<file path="src/rtl/fetch_pkg.sv">
// Shared fetch-stage types and defaults: entry layout for the prefetch queue
// and a saturating adder for the optional statistics counters.
package fetch_pkg;
    localparam int XLEN = 32;
    localparam int INSTR_W = 32;
    localparam logic [XLEN-1:0] RESET_PC = 32'h0000_0000;

    typedef struct packed {
        logic [INSTR_W-1:0] instr;
        logic [XLEN-1:0]    pc;
    } fetch_entry_t;

    function automatic logic [31:0] sat_add(logic [31:0] a, logic [31:0] b);
        logic [32:0] s;
        s = {1'b0, a} + {1'b0, b};
        return s[32] ? 32'hFFFF_FFFF : s[31:0];
    endfunction
endpackage

</file>
<file path="src/rtl/fetch_prefetch_queue_if.sv">
// Instruction-memory request/response bus between the prefetch stage (master)
// and a single-cycle-latency instruction memory (slave).
interface fetch_prefetch_queue_if #(
    parameter int INSTR_W = fetch_pkg::INSTR_W
);
    import fetch_pkg::*;

    logic               req;
    logic [XLEN-1:0]    addr;
    logic               rvalid;
    logic [INSTR_W-1:0] rdata;

    modport master (output req, output addr, input rvalid, input rdata);
    modport slave  (input req, input addr, output rvalid, output rdata);
endinterface

</file>
<file path="src/rtl/prefetch_fifo.sv">
// Circular buffer of DEPTH fetch entries with push/pop/clear; head is read
// combinationally so decode sees it in the cycle after the push.
module prefetch_fifo
    import fetch_pkg::*;
#(
    parameter int  DEPTH = 4,
    parameter type entry_t = fetch_entry_t,
    parameter entry_t RESET_ENTRY = '0
) (
    input  logic                       clk,
    input  logic                       rst,
    input  logic                       push,
    input  entry_t                     push_data,
    input  logic                       pop,
    input  logic                       clear,
    output logic [$clog2(DEPTH):0]     count,
    output entry_t                     head
);
    localparam int AW = $clog2(DEPTH);

    entry_t        mem [DEPTH];
    logic [AW-1:0] rd_ptr;
    logic [AW-1:0] wr_ptr;
    logic [AW:0]   cnt;

    // Storage is reset too so the head reads a defined {0, RESET_PC} out of reset.
    always_ff @(posedge clk or negedge rst) begin
        if (!rst) begin
            rd_ptr <= '0;
            wr_ptr <= '0;
            cnt    <= '0;
            for (int i = 0; i < DEPTH; i++) mem[i] <= RESET_ENTRY;
        end else if (clear) begin
            rd_ptr <= '0;
            wr_ptr <= '0;
            cnt    <= '0;
        end else begin
            if (push) begin
                mem[wr_ptr] <= push_data;
                wr_ptr      <= wr_ptr + AW'(1);
            end
            if (pop) rd_ptr <= rd_ptr + AW'(1);
            cnt <= cnt + (AW+1)'(push) - (AW+1)'(pop);
        end
    end

    assign count = cnt;
    assign head  = mem[rd_ptr];

    a_no_overflow: assert property (@(posedge clk) disable iff (!rst)
        !(push && !pop && !clear && cnt == (AW+1)'(DEPTH)));
endmodule

</file>
<file path="src/rtl/fetch_prefetch_queue.sv">
// Prefetch stage: PC/epoch/credit logic feeding prefetch_fifo. Define
// PREFETCH_STATS_EN to add saturating fetched/dropped/full counters.
module fetch_prefetch_queue #(
    parameter int          DEPTH    = 4,
    parameter logic [31:0] RESET_PC = fetch_pkg::RESET_PC,
    parameter int          INSTR_W  = fetch_pkg::INSTR_W
) (
    input  logic                   clk,
    input  logic                   rst,
    fetch_prefetch_queue_if.master imem,
    input  logic                   PCSrcE,
    input  logic [31:0]            PCTargetE,
    input  logic                   StallD,
    input  logic                   FlushD,
    output logic                   ValidD,
    output logic [INSTR_W-1:0]     InstrD,
    output logic [31:0]            PCD,
    output logic [31:0]            PCPlus4D
`ifdef PREFETCH_STATS_EN
    ,
    output logic [31:0]            stat_fetched,
    output logic [31:0]            stat_dropped,
    output logic [31:0]            stat_full
`endif
);
    import fetch_pkg::*;

    localparam int AW = $clog2(DEPTH);

    typedef struct packed {
        logic [INSTR_W-1:0] instr;
        logic [XLEN-1:0]    pc;
    } entry_t;

    logic [XLEN-1:0] pc;
    logic [XLEN-1:0] req_pc;
    logic            epoch;
    logic            pending;
    logic            pend_epoch;
    logic [AW:0]     count;
    logic [AW+1:0]   credit;
    logic            inflight;
    logic            req;
    logic            push;
    logic            pop;
    entry_t          push_data;
    entry_t          head;

    // A request only holds a queue slot while its epoch is still current.
    assign inflight = pending && (pend_epoch == epoch);
    assign credit   = {1'b0, count} + (AW+2)'(inflight);
    assign req      = rst && !PCSrcE && (credit < (AW+2)'(DEPTH));
    assign push     = imem.rvalid && inflight && !PCSrcE;
    assign pop      = (count != '0) && (!StallD || FlushD);

    assign imem.req  = req;
    assign imem.addr = pc;

    always_ff @(posedge clk or negedge rst) begin
        if (!rst) begin
            pc         <= RESET_PC;
            req_pc     <= RESET_PC;
            epoch      <= 1'b0;
            pending    <= 1'b0;
            pend_epoch <= 1'b0;
        end else begin
            pending    <= req;
            pend_epoch <= epoch;
            if (req) req_pc <= pc;
            if (PCSrcE) begin
                pc    <= PCTargetE;
                epoch <= ~epoch;
            end else if (req) begin
                pc <= pc + XLEN'(4);
            end
        end
    end

    assign push_data = '{instr: imem.rdata, pc: req_pc};

    prefetch_fifo #(
        .DEPTH      (DEPTH),
        .entry_t    (entry_t),
        .RESET_ENTRY(entry_t'({{INSTR_W{1'b0}}, RESET_PC}))
    ) u_fifo (
        .clk      (clk),
        .rst      (rst),
        .push     (push),
        .push_data(push_data),
        .pop      (pop),
        .clear    (PCSrcE),
        .count    (count),
        .head     (head)
    );

    assign ValidD   = (count != '0) && !FlushD;
    assign InstrD   = head.instr;
    assign PCD      = head.pc;
    assign PCPlus4D = head.pc + XLEN'(4);

`ifdef PREFETCH_STATS_EN
    logic [AW+1:0] drop_n;

    // Stale responses plus every queued entry thrown away by flush or redirect.
    always_comb begin
        drop_n = (AW+2)'(imem.rvalid && !push);
        if (PCSrcE)                      drop_n = drop_n + (AW+2)'(count);
        else if (FlushD && count != '0)  drop_n = drop_n + (AW+2)'(1);
    end

    always_ff @(posedge clk or negedge rst) begin
        if (!rst) begin
            stat_fetched <= '0;
            stat_dropped <= '0;
            stat_full    <= '0;
        end else begin
            stat_fetched <= sat_add(stat_fetched, 32'(push));
            stat_dropped <= sat_add(stat_dropped, 32'(drop_n));
            stat_full    <= sat_add(stat_full, 32'(count == (AW+1)'(DEPTH)));
        end
    end
`endif
endmodule

</file>
<file path="src/flat_wrapper.sv">
// flat-port wrapper written by rule: the top's interface ports become plain ports
module fetch_prefetch_queue_flat import fetch_pkg::*;
#(
    parameter int          DEPTH    = 4,
    parameter logic [31:0] RESET_PC = fetch_pkg::RESET_PC,
    parameter int          INSTR_W  = fetch_pkg::INSTR_W
)
  (clk, rst, PCSrcE, PCTargetE, StallD, FlushD, ValidD, InstrD, PCD, PCPlus4D, imem_req, imem_addr, imem_rvalid, imem_rdata);
  fetch_prefetch_queue_if #(.INSTR_W(INSTR_W)) imem_i ();
  input  logic clk;
  input  logic rst;
  input  logic PCSrcE;
  input  logic [31:0] PCTargetE;
  input  logic StallD;
  input  logic FlushD;
  output logic ValidD;
  output logic [INSTR_W-1:0] InstrD;
  output logic [31:0] PCD;
  output logic [31:0] PCPlus4D;
  output wire logic [$bits(imem_i.req)-1:0] imem_req;
  output wire logic [$bits(imem_i.addr)-1:0] imem_addr;
  input wire logic [$bits(imem_i.rvalid)-1:0] imem_rvalid;
  input wire logic [$bits(imem_i.rdata)-1:0] imem_rdata;
  assign imem_req = imem_i.req;
  assign imem_addr = imem_i.addr;
  assign imem_i.rvalid = imem_rvalid;
  assign imem_i.rdata = imem_rdata;
  fetch_prefetch_queue #(.DEPTH(DEPTH), .RESET_PC(RESET_PC), .INSTR_W(INSTR_W)) u_core (.clk(clk), .rst(rst), .imem(imem_i), .PCSrcE(PCSrcE), .PCTargetE(PCTargetE), .StallD(StallD), .FlushD(FlushD), .ValidD(ValidD), .InstrD(InstrD), .PCD(PCD), .PCPlus4D(PCPlus4D));
endmodule
</file>
<file path="config.mk">
export PLATFORM = sky130hd
export DESIGN_NAME = fetch_prefetch_queue_flat
export DESIGN_NICKNAME = d
export VERILOG_FILES = /design/src/rtl/fetch_pkg.sv /design/src/rtl/fetch_prefetch_queue_if.sv /design/src/rtl/prefetch_fifo.sv /design/src/rtl/fetch_prefetch_queue.sv /design/src/flat_wrapper.sv
export SDC_FILE = /design/constraint.sdc
export NUM_CORES = 1
export LEC_CHECK = 0
export CAP_MARGIN = 10
export CORE_UTILIZATION = 50
export CTS_BUF_LIST = sky130_fd_sc_hd__clkbuf_8
export CTS_CLUSTER_DIAMETER = 200
export CTS_CLUSTER_SIZE = 28
export DETAILED_ROUTE_END_ITERATION = 8
export PLACE_DENSITY = 0.73
export SKIP_CTS_REPAIR_TIMING = 1
export SYNTH_ARGS = -nofsm -noshare
export SYNTH_HDL_FRONTEND = slang
export SYNTH_HIERARCHICAL = 1
export SYNTH_SLANG_ARGS = --single-unit
</file>
<file path="constraint.sdc">
create_clock -name clk -period 3.1 [get_ports clk]
set_input_delay 0.62 -clock clk [delete_from_list [all_inputs] [get_ports clk]]
set_output_delay 0.62 -clock clk [all_outputs]
set_load 0.03 [all_outputs]
</file>
==> insert_results.sql, run 1 <==
INSERT INTO impl_metrics (metric_group, metric, value, unit) VALUES
('sta', 'finalSetupViolations', '35', ''),
('global_route', 'grt.busiest_layer', 'met2', ''),
('global_route', 'global_route.usage.met2', '0.342', ''),
('cells_and_area', 'fin_area', '0.0194', 'sq mm'),
('cells_and_area', 'fin_nets', '1343', ''),
('cts', 'cts-root-buf', 'clkbuf_8', ''),
('power_and_ir_drop', 'static-leakage-power', '10.0', 'nW'),
('routing', 'detailedRoute.firstIterationViolations', '467', ''),
('synth', 'synth_enable_flop_cells', '0', ''),
('cts', 'cts_tree', 'done', ''),
('setup_path', 'worstRegToRegCells', '10', ''),
('place', 'io_buffer_count', '199', ''),
('die', 'coreArea', '0.0315', 'sq mm'),
('setup_path', 'cp_num_buf_inv', '4', ''),
('setup_path', 'worst_ep_arrival_time', '3.08', 'ns'),
('sta', 'final.min_clock_period', '3.70', 'ns'),
('place', 'postPlaceCellArea', '0.0187', 'sq mm'),
('routing', 'detail_route.drc_violations', '0', ''),
('global_route', 'grt_util_met3', '0.0230', ''),
('cts', 'cts-buffers-inserted', '15', ''),
('sta', 'report.final.hold_viol_count', '0', ''),
('synth', 'syn-cell-area', '0.0160', 'sq mm'),
('sta', 'worst_hold_slack', '0.210', 'ns'),
('global_route', 'gr-total-overflow', '0', ''),
('setup_path', 'worst_path_cell_with_the_longest_stage_delay', 'dfrtp_4', ''),
('setup_path', 'end_kind', 'output port', ''),
('sta', 'setup_ws', '-0.596', 'ns'),
('setup_path', 'critical_path_depth', '10', ''),
('worst_hold_path', 'worstHoldPathType', 'input pin to async pin', ''),
('sta', 'timing_worst_slew_pin_value', '0.981', 'ns'),
('cells_and_area', 'flow.area_growth_from_synthesis', '21.5', '%'),
('synth', 'yosysTopAreaCellShare', '0.517', ''),
('routing', 'via_count', '9257', ''),
('routing', 'dr.pass1.iters', '4', ''),
('die', 'area_of_the_die', '0.0326', 'sq mm'),
('cells_and_area', 'fillCellCount', '2342', ''),
('synth', 'synth-warning-count', '6', ''),
('setup_path', 'timing.setup.critical_path_class', 'register to output port', ''),
('die', 'rows', '65', ''),
('synth', 'count_of_mapped_cells_out_of_synthesis', '1023', ''),
('status', 'violations', 'negative setup slack', ''),
('status', 'status', 'finished with violations', ''),
('setup_path', 'worst-endpoint-required', '2.48', 'ns'),
('die', 'floorplan.initialDensity', '0.507', ''),
('sta', 'layout_worst_path_cycle_share', '1.19', ''),
('cts', 'cts.path.max_buffers', '3', ''),
('sta', 'grt_setup_unrepaired', 'true', ''),
('global_route', 'wire_length_of_the_first_global_routing_pass', '55400', 'um'),
('cells_and_area', 'most-common-layout-cells', '328 x dfrtp_1, 180 x mux2_4, 106 x mux2_2, 100 x clkdlybuf4s50_1, 64 x mux4_2', ''),
('power_and_ir_drop', 'cellPowerDensity', '670', 'mW/mm^2'),
('sta', 'max-slew-margin-rel', '0.346', ''),
('sta', 'report.final.slew_viol_count', '0', ''),
('cells_and_area', 'final_common_cell', 'dfrtp_1', ''),
('synth', 'post_synthesis_sequential_area_ratio', '0.517', ''),
('cts', 'htree_num_levels', '1', ''),
('setup_path', 'worst-path-max-fanout', '6', ''),
('cts', 'clock-sinks', '330', ''),
('global_route', 'grt.met1_usage', '0.314', ''),
('global_route', 'maximum_number_of_pins_on_one_net_before_global_route_repair', '182', ''),
('routing', 'post_drt_via_cell_ratio', '5.55', ''),
('cells_and_area', 'drive_gt1_frac', '0.456', ''),
('synth', 'proportion_of_synthesized_flip_flops_having_asynchronous_set_or_reset', '1.00', ''),
('cells_and_area', 'sequential_cell_area', '0.00826', 'sq mm'),
('cts', 'worst_skew_pair.late_latency', '0.56', 'ns'),
('synth', 'postSynthAreaPerCell', '15.6', 'sq um'),
('power_and_ir_drop', 'ir_drop', '0.361', 'mV'),
('setup_path', 'start_kind', 'register', ''),
('sta', 'clock_skew', '0.0243', 'ns'),
('synth', 'syn_nets', '1102', ''),
('die', 'die-width', '181', 'um'),
('sta', 'fmaxAchievable', '271', 'MHz');
-- per-layer routing --
| layer | up-vias | share of wire |
|---|---|---|
| met1 | 4831 | 0.46 |
| met5 | - | 0 |
| met3 | 44 | 0.035 |
| met2 | 193 | 0.48 |
| met4 | 0 | 0.019 |
| li1 | 4189 | - |
-- synthesized netlist by cell type, drive strengths merged, types with 2 or more instances --
master and n:
a21oi 2, a31oi 8, and2 3, and3 9, and4 7, buf 49
clkbuf 13, dfrtp 330, ha 8, inv 13, mux2 286, mux2i 2
mux4 64, nand2 51, nand2b 2, nand3 21, nand3b 5, nand4 16
nor2 19, nor3 7, nor4 6, o21ai 27, o31ai 3, or3 6
or4 4, xnor2 30, xor2 21
-- report_power, final --
group,leakage (nW),switching [W],internal [W]
logic,5.50,0.00283,0.00286
clock network,0.117,0.00126,0.000454
registers,4.41,0.000645,0.00495
-- logic make-up (layout without fill, tap and decap cells) --
group                      Yosys count  in the layout  synth area share
adders and majority gates            9              9           0.00753
DFF                                330            330             0.517
muxes                              352            352             0.336
and+or+nand+nor                    159            159            0.0550
buffers and inverters               75            316            0.0380
AOI/OAI and AO/OA                   46             46            0.0170
xor gates and xnor gates            52             52            0.0294
other                                0              1                 0
-- cell type report --
| cell class | count | area share |
|---|---|---|
| clock buffers | 15 | 0.0106 |
| repair buffers | 286 | 0.149 |
| flip-flops and latches | 330 | 0.426 |
| inverters | 13 | 0.00252 |
| diodes | 1 | 0.000129 |
| well taps | 402 | 0.0259 |
| multi-input cells | 618 | 0.385 |
| clock inverters | 2 | 0.000645 |
-- path summary, 6_finish.rpt --
check / end / slack (ns)
hold / removal: u_core/u_fifo/mem[64] / 0.21
hold reg to reg: u_core/pend_epoch / 0.46
setup reg to reg: u_core/u_fifo/count[2] / 0.65
min in group clk: u_core/u_fifo/wr_ptr[1] / 0.30
setup / recovery: PCPlus4D[28] / -0.60
max in group asynchronous: u_core/req_pc[2] / 1.28
-- registers in the layout, indices dropped and copies added, names as in the netlist --
register and cells:
u_core/epoch 1, u_core/imem.addr 32, u_core/pend_epoch 1, u_core/pending 1, u_core/req_pc 32, u_core/u_fifo/count 3
u_core/u_fifo/mem 256, u_core/u_fifo/rd_ptr 2, u_core/u_fifo/wr_ptr 2
-- per-stage QoR --
stage	power (W)	TNS (ns)	setup WS (ns)	cells
finish	0.0130	-9.55	-0.596	1667
global route	0.0136	-15.11	-0.755	1666
CTS	0.0129	-31.14	-0.700	1644
detailed placement	0.0111	-0.115	-0.0469	1627
global placement	0.0111	-0.0262	-0.0216	1627
floorplan	0.00904	-0.556	-0.129	1023
No activity file was read; power rests on OpenSTA's default activity.
==> inputs of run 2 (changes only) <==
--- a/config.mk
+++ b/config.mk
@@ -9,7 +9,7 @@
 export CORE_UTILIZATION = 50
 export CTS_BUF_LIST = sky130_fd_sc_hd__clkbuf_8
 export CTS_CLUSTER_DIAMETER = 200
-export CTS_CLUSTER_SIZE = 28
+export CTS_CLUSTER_SIZE = 24
 export DETAILED_ROUTE_END_ITERATION = 8
 export PLACE_DENSITY = 0.73
 export SKIP_CTS_REPAIR_TIMING = 1
==> insert_results.sql, run 2 (synthesis gave the netlist of run 1 again) <==
INSERT INTO impl_metrics (metric_group, metric, value, unit) VALUES
('sta', 'report.final.slew_viol_count', '0', ''),
('cts', 'clk_transition_reported_paths', '0.15', 'ns'),
('global_route', 'gr-total-overflow', '0', ''),
('cts', 'cts-root-buf', 'clkbuf_8', ''),
('sta', 'clock_skew', '0.0231', 'ns'),
('routing', 'detail_route.drc_violations', '0', ''),
('cells_and_area', 'antenna_cells', '0', ''),
('die', 'floorplan.initialDensity', '0.507', ''),
('setup_path', 'timing.setup.critical_path_class', 'register to output port', ''),
('setup_path', 'reg2reg_from', 'u_core/u_fifo/count[1]', ''),
('cells_and_area', 'final_common_cell', 'dfrtp_1', ''),
('setup_path', 'timing.rr.end', 'u_core/u_fifo/count[2]', ''),
('sta', 'final.min_clock_period', '3.69', 'ns'),
('sta', 'setup_total_negative_slack', '-9.28', 'ns'),
('routing', 'detailedRoute.firstIterationViolations', '446', ''),
('die', 'rows', '65', ''),
('cells_and_area', 'largest_reg_flops', '256', ''),
('place', 'dp_cells', '1627', ''),
('place', 'globalplace.congestion', '0.803', ''),
('setup_path', 'worstRegToRegCells', '10', ''),
('status', 'status', 'finished with violations', ''),
('place', 'hpwlAfterDp', '23300', 'um'),
('sta', 'timing_worst_slew_pin_value', '0.974', 'ns'),
('power_and_ir_drop', 'static-leakage-power', '10.0', 'nW'),
('cts', 'htree_num_levels', '1', ''),
('die', 'die-width', '181', 'um'),
('cts', 'cts_tree', 'done', ''),
('die', 'area_of_the_die', '0.0326', 'sq mm'),
('die', 'coreArea', '0.0315', 'sq mm'),
('cells_and_area', 'most-common-layout-cells', '328 x dfrtp_1, 180 x mux2_4, 106 x mux2_2, 100 x clkdlybuf4s50_1, 64 x mux4_2', ''),
('routing', 'dr.pass1.iters', '5', ''),
('cells_and_area', 'fin_nets', '1345', ''),
('cells_and_area', 'stdcell_count', '1668', ''),
('worst_hold_path', 'worstHoldPathType', 'input pin to async pin', ''),
('power_and_ir_drop', 'finalPower', '0.0131', 'W'),
('cts', 'worst_skew_pair.late_latency', '0.57', 'ns'),
('routing', 'post_drt_via_cell_ratio', '5.59', ''),
('sta', 'report.final.hold_viol_count', '0', ''),
('cells_and_area', 'flow.area_growth_from_synthesis', '21.8', '%'),
('setup_path', 'worst-endpoint-required', '2.48', 'ns'),
('die', 'floorplan.die.height', '181', 'um'),
('cts', 'cts.path.max_buffers', '3', ''),
('global_route', 'globalRouteTotalUtil', '0.214', ''),
('place', 'io_buffer_count', '199', ''),
('global_route', 'wire_length_of_the_first_global_routing_pass', '55500', 'um'),
('setup_path', 'reg2reg_slack', '0.61', 'ns'),
('global_route', 'first_global_vias', '9795', ''),
('cts', 'clock-sinks', '330', ''),
('setup_path', 'worst-path-max-fanout', '6', ''),
('sta', 'max-slew-margin-rel', '0.351', ''),
('cells_and_area', 'drive_gt1_frac', '0.457', ''),
('sta', 'setup_ws', '-0.589', 'ns'),
('power_and_ir_drop', 'ir_drop', '0.335', 'mV'),
('sta', 'finalSetupViolations', '31', ''),
('routing', 'drt_wirelength', '35300', 'um'),
('global_route', 'antenna_found_initial', '0', ''),
('power_and_ir_drop', 'cellPowerDensity', '674', 'mW/mm^2'),
('cts', 'cts-buffers-inserted', '17', ''),
('routing', 'wl_per_cell', '21.2', 'um'),
('run', 'maximum_capacitance_violations', '0', ''),
('setup_path', 'start_kind', 'register', ''),
('setup_path', 'worst_ep_arrival_time', '3.07', 'ns'),
('sta', 'grt_setup_unrepaired', 'true', ''),
('status', 'violations', 'negative setup slack', ''),
('setup_path', 'end_kind', 'output port', ''),
('die', 'boundaryPins', '200', ''),
('cells_and_area', 'largest-register', 'u_core/u_fifo/mem', ''),
('routing', 'ant_nets', '0', ''),
('sta', 'fmaxAchievable', '271', 'MHz'),
('routing', 'via_count', '9324', ''),
('global_route', 'maximum_number_of_pins_on_one_net_before_global_route_repair', '182', ''),
('sta', 'layout_worst_path_cycle_share', '1.19', '');
==> run 2: cell types whose count changed in the layout (fill, tap and decap cells not counted) <==
cell / delta
nand3_4: +1
nand3_2: -1
clkbuf_8: +2
diode_2: -1
==> run 2: how the worst max path moves through the flow <==
stage | startpoint | end
after floorplan | u_core/u_fifo/rd_ptr[0] | PCPlus4D[28]
after global placement | u_core/u_fifo/rd_ptr[0] | PCPlus4D[28]
after detailed placement | u_core/u_fifo/rd_ptr[0] | PCPlus4D[29]
after CTS | u_core/u_fifo/rd_ptr[0] | PCPlus4D[29]
after global routing | u_core/u_fifo/rd_ptr[0] | PCPlus4D[28]
final | u_core/u_fifo/rd_ptr[0] | PCPlus4D[28]
==> run 2: layout make-up <==
class | count | area (sq um)
Fill cell | 2338 | 12000
Inverter | 13 | 48.8
Timing Repair Buffer | 286 | 2900
Tap cell | 402 | 503
Sequential cell | 330 | 8260
Clock buffer | 17 | 234
Multi-Input combinational cell | 618 | 7470
Clock inverter | 2 | 12.5
==> run 2: worst max-delay path, stage by stage, from the launching register on <==
cell and delay, ns:
dfrtp_4 0.55, buf_12 0.16, mux4_2 0.40, ha_4 0.16
inv_2 0.06, nor4_2 0.25, buf_4 0.18, and2_4 0.17
nand4_1 0.20, xnor2_4 0.22, buf_6 0.15
==> run 2: power by group <==
part	internal (W)	switching (W)
Clock	0.000513	0.00129
Sequential	0.00496	0.000645
Combinational	0.00286	0.00283
==> run 2: stage by stage <==
stage / hold WS [ns] / instance area, sq um / utilization / setup WS, ns
floorplan: 0.324 / 16100 / - / -0.129
global placement: 0.426 / 18700 / 0.593 / -0.0216
detailed placement: 0.434 / 18700 / 0.593 / -0.0469
CTS: 0.261 / 18900 / 0.601 / -0.693
global route: 0.275 / 19400 / 0.617 / -0.756
finish: 0.222 / 19400 / 0.617 / -0.589
==> run 2: per-layer routing <==
layer	track usage	share of wire
met2	0.342	0.47
met1	0.314	0.47
met3	0.0245	0.032
met4	0.0516	0.023
met5	0	0
